==> config.mk <==
export PLATFORM = sky130hd
export DESIGN_NAME = ddp_ctrl
export DESIGN_NICKNAME = d
export VERILOG_FILES = /design/src/rtl/ddp_ctrl.sv
export SDC_FILE = /design/constraint.sdc
export NUM_CORES = 1
export LEC_CHECK = 0
export ABC_AREA = 1
export BUFFER_PORTS_ARGS = -buffer_cell sky130_fd_sc_hd__buf_2
export CAP_MARGIN = 20
export CORE_MARGIN = 2
export CORE_UTILIZATION = 51
export CTS_BUF_LIST = sky130_fd_sc_hd__clkbuf_16
export DETAILED_ROUTE_END_ITERATION = 10
export PLACE_DENSITY = 0.75
export SLEW_MARGIN = 20
export SYNTH_ARGS = -nofsm -noshare
export SYNTH_HDL_FRONTEND = slang
export SYNTH_SLANG_ARGS = --single-unit
==> constraint.sdc <==
create_clock -name clk -period 2 [get_ports clk]
set_input_delay 0.6 -clock clk [delete_from_list [all_inputs] [get_ports clk]]
set_output_delay 0.6 -clock clk [all_outputs]
set_load 0.05 [all_outputs]
==> src/rtl/ddp_ctrl.sv <==
// ddp_ctrl: initiator side of a compute-core start/done handshake.
// An operand FIFO feeds a four-state controller (IDLE -> START -> WAIT -> OUT).
// The controller issues one start pulse per operand pair, holds the operands
// until the core reports done, and presents the captured result downstream.
// Optional feature macro: DDP_CTRL_TIMEOUT_EN. When it is defined, a WAIT
// watchdog aborts the operation after TIMEOUT_CYC cycles without done.
// Handshakes: a transfer happens on a rising clk edge where valid && ready.
// A valid source holds its payload until the transfer. in_ready is !full
// only. out_valid stays high with out_c stable until out_ready is seen.
module ddp_ctrl #(
  parameter int OPW         = 4,
  parameter int DEPTH       = 4,
  parameter int TIMEOUT_CYC = 255
) (
  input  logic           clk,
  input  logic           rst,
  input  logic           in_valid,
  output logic           in_ready,
  input  logic [OPW-1:0] in_a,
  input  logic [OPW-1:0] in_b,
  output logic           core_start,
  output logic [OPW-1:0] core_a,
  output logic [OPW-1:0] core_b,
  input  logic [OPW:0]   core_c,
  input  logic           core_done,
  output logic           out_valid,
  input  logic           out_ready,
  output logic [OPW:0]   out_c,
  output logic           busy,
  output logic           timeout_err,
  output logic [1:0]     dbg_state
);

  localparam int AW = $clog2(DEPTH);

  localparam logic [1:0] ST_IDLE  = 2'd0;
  localparam logic [1:0] ST_START = 2'd1;
  localparam logic [1:0] ST_WAIT  = 2'd2;
  localparam logic [1:0] ST_OUT   = 2'd3;

  logic [2*OPW-1:0] mem_q [DEPTH];
  logic [AW-1:0]    wr_ptr_q, rd_ptr_q;
  logic [AW:0]      count_q, count_d;
  logic             full, empty, push, pop;

  logic [1:0]       state_q, state_d;
  logic [OPW-1:0]   core_a_q, core_a_d, core_b_q, core_b_d;
  logic [OPW:0]     out_c_q, out_c_d;

  assign full  = (count_q == (AW+1)'(DEPTH));
  assign empty = (count_q == '0);
  assign push  = in_valid && !full;

  // FIFO storage is not reset; count and pointers alone define its contents.
  always_ff @(posedge clk) begin
    if (push) mem_q[wr_ptr_q] <= {in_a, in_b};
  end

  // Occupancy next-state: a simultaneous push and pop leaves the count unchanged.
  always_comb begin
    count_d = count_q;
    case ({push, pop})
      2'b10:   count_d = count_q + 1'b1;
      2'b01:   count_d = count_q - 1'b1;
      default: count_d = count_q;
    endcase
  end

  // FIFO pointers and count. Pointers wrap naturally because DEPTH is a power of 2.
  always_ff @(posedge clk or posedge rst) begin
    if (rst) begin
      wr_ptr_q <= '0;
      rd_ptr_q <= '0;
      count_q  <= '0;
    end else begin
      if (push) wr_ptr_q <= wr_ptr_q + 1'b1;
      if (pop)  rd_ptr_q <= rd_ptr_q + 1'b1;
      count_q <= count_d;
    end
  end

`ifdef DDP_CTRL_TIMEOUT_EN
  localparam int TW = $clog2(TIMEOUT_CYC + 1);
  logic [TW-1:0] tmo_q, tmo_d;
  logic          err_q, err_d;
`else
  // TIMEOUT_CYC only matters when the watchdog is built in.
  logic unused_tmo;
  assign unused_tmo = (TIMEOUT_CYC > 0);
`endif

  // Controller next-state. core_done counts only in WAIT.
  always_comb begin
    state_d  = state_q;
    pop      = 1'b0;
    core_a_d = core_a_q;
    core_b_d = core_b_q;
    out_c_d  = out_c_q;
`ifdef DDP_CTRL_TIMEOUT_EN
    tmo_d    = tmo_q;
    err_d    = err_q;
`endif
    case (state_q)
      ST_IDLE: begin
        if (!empty) begin
          pop                  = 1'b1;
          {core_a_d, core_b_d} = mem_q[rd_ptr_q];
          state_d              = ST_START;
        end
      end
      ST_START: begin
        state_d = ST_WAIT;
`ifdef DDP_CTRL_TIMEOUT_EN
        tmo_d   = '0;
`endif
      end
      ST_WAIT: begin
        if (core_done) begin
          out_c_d = core_c;
          state_d = ST_OUT;
`ifdef DDP_CTRL_TIMEOUT_EN
        end else if (tmo_q == TW'(TIMEOUT_CYC - 1)) begin
          // The last WAIT cycle ended without done: drop the op.
          err_d   = 1'b1;
          state_d = ST_IDLE;
        end else begin
          tmo_d   = tmo_q + 1'b1;
`endif
        end
      end
      ST_OUT: begin
        if (out_ready) state_d = ST_IDLE;
      end
      default: state_d = ST_IDLE;
    endcase
  end

  // Controller state, held operands and captured result.
  always_ff @(posedge clk or posedge rst) begin
    if (rst) begin
      state_q  <= ST_IDLE;
      core_a_q <= '0;
      core_b_q <= '0;
      out_c_q  <= '0;
    end else begin
      state_q  <= state_d;
      core_a_q <= core_a_d;
      core_b_q <= core_b_d;
      out_c_q  <= out_c_d;
    end
  end

`ifdef DDP_CTRL_TIMEOUT_EN
  // Watchdog counter and sticky error flag; only rst clears the flag.
  always_ff @(posedge clk or posedge rst) begin
    if (rst) begin
      tmo_q <= '0;
      err_q <= 1'b0;
    end else begin
      tmo_q <= tmo_d;
      err_q <= err_d;
    end
  end
  assign timeout_err = err_q;
`else
  assign timeout_err = 1'b0;
`endif

  assign in_ready   = !full;
  assign core_start = (state_q == ST_START);
  assign core_a     = core_a_q;
  assign core_b     = core_b_q;
  assign out_valid  = (state_q == ST_OUT);
  assign out_c      = out_c_q;
  assign busy       = (state_q != ST_IDLE) || !empty;
  assign dbg_state  = state_q;

endmodule

* Word level (Yosys, flattened, before mapping) *
Memory sizes are Yosys's and may differ from the RTL's. A register that Yosys moved wholly into a read port is not among the register bits.
Index checks and enable logic that the tools add are counted.

operators by class
  $add $sub $neg = 4
  eq/ne operators = 9
  multiplexer cells = 9
  bitwise operators = 1
  reduce and logical (&&, ||, !) cells = 11

operator list
  operator                                               count
  one-hot mux 2 bit (4 select lines)                     1
  == test 2 bit, second input constant                   3
  two-way mux 2 bit                                      3
  one-hot mux 3 bit (2 select lines)                     1
  adder 2 x 1 -> 2 bit, second input constant            2
  == test 2 x 1 -> 1 bit, second input constant          2
  two-way mux 1 bit                                      4
  inequality test 2 bit, second input constant           2
  AND reduction 2 bit                                    2
  nonzero test 2 bit                                     2
  adder 3 x 1 -> 3 bit, second input constant            1
  == test 3 bit, second input constant                   1
  logical NOT 3 bit                                      1
  AND reduction 3 bit                                    1
  subtractor 3 x 1 -> 3 bit, second input constant       1
  logical NOT 1 bit                                      2
  logical NOT 2 bit                                      1
  inequality test 2 x 1 -> 1 bit, second input constant  1
  logical AND 1 bit                                      1
  logical OR 1 bit                                       1
  NOT 1 bit                                              1

storage, ports and cells
  register bits = 14
  RAM bits = 32
  input bits = 18
  output and inout bits = 20
  word-level logic and storage cells = 40
  memories kept = 1

memories
  memory  words  bits a word  rd ports  clocked after Yosys merged registers in  write ports  line  source
  mem_q   4      8            1         1                                        1            41    logic [2*OPW-1:0] mem_q [DEPTH];

* Longest topological paths before layout *
  word-level depth = 5
  depth in mapped cells = 11
  mapped depth without buffers = 11

* Worst setup path before layout *
OpenSTA, ideal clock, no wires.

  path type = register -> register
  start point = register state_q[0], in the netlist dbg_state[0]
  end point = register count_q[2]
  setup time = 124 ps
  arrival time = 2054 ps
  data required time = 1876 ps
  setup slack = -178 ps
  stages on the path, launching flop included = 11
  path buffers = 0
  period minus slack after synthesis = 2178 ps
  path through = dfrtp_1 -> inv_1 -> ha_1 -> nand2_4 -> inv_2 -> ha_1 -> inv_1 -> fa_1 -> nand2_1 -> nand3_1 -> xor2_1

on the way
  word-level cells in the longest chain between the ends = 4
  elaborated cells between the ends (all ways) = 6
  those cells by class = 2 x eq/ne; 2 x mux; 2 x reduce/logical

RTL lines
  element                                                                          line  source
  start: declaration                                                               46    logic [1:0] state_q, state_d;
  start signal: assignment                                                         146   state_q <= state_d;
  logical NOT 2 bit *                                                              103   case (state_q)
  two-way mux 1 bit *                                                              103
  named net pop                                                                    44    logic full, empty, push, pop;
  == test 2 x 1 -> 1 bit / == test 2 bit (equally long branches)                   62    case ({push, pop})
  one-hot mux 3 bit (2 select lines) / nonzero test 2 bit (equally long branches)  n/a
  end signal: assignment                                                           78    count_q <= count_d;
  end: declaration                                                                 43    logic [AW:0] count_q, count_d;

Mark *: on every way through the listed nets, which the timed path passes. The rest lies on a longest branch.
A chain may end at the register's enable or synchronous reset.

* Worst setup path in the final report *
  start point = register state_q[0], in the netlist dbg_state[0]
  end point = output port busy

on the way
  word-level cells in the longest chain between the ends = 2

RTL lines
  element             line  source
  nonzero test 2 bit  175   assign busy = (state_q != ST_IDLE) || !empty;
  logical OR 1 bit    175
  end: declaration    29    output logic busy,

Every way passes these cells.

==> impl_metrics.prom <==
# TYPE chip_impl_metric gauge
chip_impl_metric{name="avgSynthCellArea",unit="µm²"} 10.45
chip_impl_metric{name="cts.hold.buffers_added",unit=""} 0
chip_impl_metric{name="synth_fp_nets",unit=""} 276
chip_impl_metric{name="total_power",unit="W"} 0.005263
chip_impl_info{name="endpoint_kind",value="primary output"} 1
chip_impl_metric{name="count_of_filler_cells_inserted_in_the_layout",unit=""} 386
chip_impl_info{name="crit_path_start_kind",value="flip-flop"} 1
chip_impl_metric{name="num_vias",unit=""} 1637
chip_impl_metric{name="antenna_cells",unit=""} 0
chip_impl_info{name="rsz0062_at_grt",value="no"} 1
chip_impl_metric{name="maxSlewHeadroom",unit=""} 0.6665
chip_impl_info{name="crit_path_top_delay_cell",value="sky130_fd_sc_hd__dfrtp_2"} 1
chip_impl_metric{name="power_density_over_cell_area",unit="nW/µm²"} 1748
chip_impl_info{name="clk_root_buffer_cell",value="sky130_fd_sc_hd__clkbuf_16"} 1
chip_impl_metric{name="ios",unit=""} 38
chip_impl_metric{name="dp_cells",unit=""} 353
chip_impl_metric{name="antenna_found_initial",unit=""} 0
chip_impl_metric{name="proportion_of_layout_cells_with_a_drive_suffix_above_1",unit=""} 0.3061
chip_impl_metric{name="sum_of_buffers_and_inverters_on_the_critical_path",unit=""} 2
chip_impl_metric{name="grt_start_max_net_pins",unit=""} 23
chip_impl_metric{name="core_region_area",unit="µm²"} 4786
chip_impl_metric{name="timing_worst_slew_pin_value",unit="ns"} 0.5002
chip_impl_metric{name="die_x",unit="µm"} 75.13
chip_impl_metric{name="grt_first_pass_wirelength",unit="mm"} 7.162
chip_impl_metric{name="fin_setup_tns",unit="ns"} 0
chip_impl_info{name="worstPathCellList",value="inv_2 -> ha_4 -> nand3_2 -> buf_2"} 1
chip_impl_metric{name="clock.fmax",unit="MHz"} 520.2
chip_impl_metric{name="postCtsSetupRepairBufs",unit=""} 0
chip_impl_metric{name="post_cts.resized_instances",unit=""} 0
chip_impl_metric{name="finalCritPeriodShare",unit=""} 0.9612
chip_impl_metric{name="finalHoldWorstSlack",unit="ns"} 0.3434
chip_impl_metric{name="route.antenna.remaining_nets",unit=""} 0
chip_impl_metric{name="drv.max_cap_violation_count",unit=""} 0
chip_impl_metric{name="drt_pass1_iterations",unit=""} 4
chip_impl_info{name="setup.worst_path.class",value="reg -> out"} 1
chip_impl_metric{name="cts_max_path_buffers",unit=""} 2
chip_impl_metric{name="final_hold_viol_count",unit=""} 0
chip_impl_info{name="setup.worst_path.start",value="dbg_state[0]$_DFFE_PP0P_"} 1
chip_impl_metric{name="synthDistinctLibCells",unit=""} 25
chip_impl_info{name="hp-class",value="in -> async"} 1
chip_impl_metric{name="finalSetupViolations",unit=""} 0
chip_impl_info{name="final_common_cell",value="sky130_fd_sc_hd__nand2_1"} 1
chip_impl_metric{name="floorplan.initialDensity",unit=""} 0.5391
chip_impl_metric{name="design.die.area",unit="µm²"} 5644
chip_impl_metric{name="floorplan_row_count",unit=""} 25
chip_impl_metric{name="gr-total-overflow",unit=""} 0
chip_impl_metric{name="timing.final.ws_setup",unit="ns"} 0.07762
chip_impl_info{name="cp_top_family",value="flip-flops"} 1
chip_impl_metric{name="gp_congestion",unit=""} 0.7103
chip_impl_metric{name="clk-insertion-delay-late",unit="ns"} 0.29
chip_impl_metric{name="seq_area_frac_synth",unit=""} 0.5858
chip_impl_metric{name="residual_drc",unit=""} 0
chip_impl_metric{name="detail_route.iter0.violations",unit=""} 55
chip_impl_metric{name="numCtsBuffers",unit=""} 5
chip_impl_metric{name="cts.clk_slew.worst_paths",unit="ns"} 0.07
chip_impl_metric{name="critPathMaxFanout",unit=""} 5
chip_impl_metric{name="max-vdd-ir-drop",unit="V"} 0.0008896
chip_impl_metric{name="arrival",unit="ns"} 1.32
chip_impl_metric{name="flow.area_growth_from_synthesis",unit="%"} 16.73
chip_impl_info{name="tritoncts",value="done"} 1
chip_impl_metric{name="via_count_of_the_first_global_routing_pass",unit=""} 1545
chip_impl_metric{name="dp_slack",unit="ns"} 0.1094
chip_impl_metric{name="port_buffers",unit=""} 36
chip_impl_metric{name="tritoncts_num_sinks",unit=""} 54
chip_impl_metric{name="worstRegToRegCells",unit=""} 9
chip_impl_metric{name="final_period_demand_of_the_worst_path",unit="ns"} 1.922
chip_impl_metric{name="place_hpwl",unit="mm"} 3.127
chip_impl_metric{name="timing.critical_path.required",unit="ns"} 1.40
chip_impl_metric{name="final-instance-count-excl-fill",unit=""} 361
chip_impl_metric{name="postRouteWirelength",unit="mm"} 4.579
chip_impl_metric{name="grt_total_usage",unit=""} 0.1760
chip_impl_metric{name="die-height",unit="µm"} 75.13
chip_impl_info{name="run_status",value="complete, no violations"} 1
chip_impl_metric{name="routedWlPerCell",unit="µm"} 12.68
chip_impl_metric{name="synth-warning-count",unit=""} 0
chip_impl_metric{name="deepest_level_of_the_cts_h_tree",unit=""} 2
chip_impl_metric{name="yosys_register_bits",unit=""} 54
chip_impl_info{name="reg2reg_to",value="count_q[2]$_DFFE_PP0P_"} 1
chip_impl_metric{name="regToRegSetupSlack",unit="ns"} 0.13
chip_impl_metric{name="via_per_inst",unit=""} 4.535
chip_impl_info{name="regToRegStartpoint",value="count_q[0]$_DFFE_PP0P_"} 1
chip_impl_metric{name="number_of_pins_with_negative_max_slew_slack_in_the_final_report",unit=""} 0
chip_impl_metric{name="static-leakage-power",unit="nW"} 1.514
chip_impl_metric{name="synth_cells",unit=""} 247
chip_impl_metric{name="mapped_area",unit="µm²"} 2580
chip_impl_metric{name="finish.net_count",unit=""} 322
chip_impl_info{name="layout.cells.most_common_list",value="61 x sky130_fd_sc_hd__nand2_1, 51 x sky130_fd_sc_hd__inv_1, 36 x sky130_fd_sc_hd__buf_2, 32 x sky130_fd_sc_hd__edfxtp_1"} 1
chip_impl_metric{name="fin_worst_skew",unit="ns"} 0.003531
chip_impl_metric{name="slowest_delay",unit="ns"} 0.44
-- area by class of cell --
class | instances | area [µm²] | share of cell area
sequential | 54 | 1514 | 0.5027
multi-input combinational | 134 | 799.5 | 0.2655
timing repair buffer | 45 | 247.7 | 0.08226
inverter | 53 | 203.9 | 0.06772
clock buffer | 5 | 125.1 | 0.04155
tap | 67 | 83.83 | 0.02784
clock inverter | 3 | 37.54 | 0.01246
-- worst max-delay path by stage --
stage | slack (ns) | cells after the start | endpoint
2_1_floorplan | 0.03 | 10 | count_q[2]$_DFFE_PP0P_
3_3_place_gp | 0.17 | 8 | count_q[2]$_DFFE_PP0P_
3_5_place_dp | 0.11 | 8 | count_q[2]$_DFFE_PP0P_
4_1_cts | 0.06 | 4 | busy
5_1_grt | 0.001 | 4 | busy
6_report | 0.08 | 4 | busy
-- power breakdown --
group	switching (W)	internal, W
registers	0.000235	0.00157
logic	0.00173	0.000791
clock network	0.000354	0.000581
total	0.00232	0.00294
-- cells in the mapped netlist --
cell type                  count  area [µm²]
sky130_fd_sc_hd__xor2_1        3       26.28
sky130_fd_sc_hd__dfrtp_1      22       550.5
sky130_fd_sc_hd__o21ai_0       1       5.000
sky130_fd_sc_hd__nand2_4       2       22.52
sky130_fd_sc_hd__xnor2_1       2       17.52
sky130_fd_sc_hd__nand3_1      19       95.09
sky130_fd_sc_hd__conb_1        1       3.750
sky130_fd_sc_hd__mux2_2        5       56.30
sky130_fd_sc_hd__inv_1        51       191.4
sky130_fd_sc_hd__or2_2         1       6.260
sky130_fd_sc_hd__nand2_2      20       125.1
sky130_fd_sc_hd__fa_1          1       20.02
sky130_fd_sc_hd__nand2_1      61       229.0
sky130_fd_sc_hd__nand3_2       2       20.02
sky130_fd_sc_hd__nor2_1        4       15.01
sky130_fd_sc_hd__clkbuf_4      1       7.510
sky130_fd_sc_hd__o21ai_2       1       8.760
sky130_fd_sc_hd__edfxtp_1     32       960.9
sky130_fd_sc_hd__buf_4         1       7.510
sky130_fd_sc_hd__inv_2         1       3.750
sky130_fd_sc_hd__inv_6         1       8.760
sky130_fd_sc_hd__ha_1         10       125.1
sky130_fd_sc_hd__nor2_4        1       11.26
sky130_fd_sc_hd__buf_6         2       22.52
sky130_fd_sc_hd__buf_12        2       40.04
-- through the flow --
stage	util	area (µm²)
floorplan	-	2595
global placement	0.5953	2849
detailed placement	0.5953	2849
CTS	0.6293	3012
global route	0.6293	3012
finish	0.6293	3012
-- flip-flops by register name (all words and copies together), names as in the netlist --
register,flops
mem_q,32
out_c,5
count_q,3
core_a,4
rd_ptr_q,2
wr_ptr_q,2
dbg_state,2
core_b,4
-- logic make-up (layout without fill, tap and decap cells) --
logic type / after synthesis / in the layout / synth area share
and+or+nand+nor: 110 / 110 / 0.2032
buffers and inverters: 59 / 106 / 0.1091
DFF: 54 / 54 / 0.5858
adders and majority gates: 11 / 11 / 0.05626
xor gates and xnor gates: 5 / 5 / 0.01698
muxes: 5 / 5 / 0.02182
AOI/OAI and AO/OA: 2 / 2 / 0.005333
other: 1 / 1 / 0.001454
-- per-layer routing --
metal | wire [µm] | global-route usage | vias up
met5 | 0 | 0 | -
met4 | 48 | 0.04762 | 0
met3 | 173 | 0.04284 | 5
met2 | 2430 | 0.3158 | 29
met1 | 1925 | 0.2111 | 763
li1 | - | - | 840
-- worst register-to-register path, delay by kind of cell (launching register included) --
| kind | cells | cell delay (ns) |
|---|---|---|
| xor gates and xnor gates | 1 | 0.14 |
| buffers and inverters | 1 | 0.07 |
| adders and majority gates | 2 | 0.56 |
| and+or+nand+nor | 5 | 0.56 |
| DFF | 1 | 0.43 |
No activity file was read; power rests on OpenSTA's default activity.
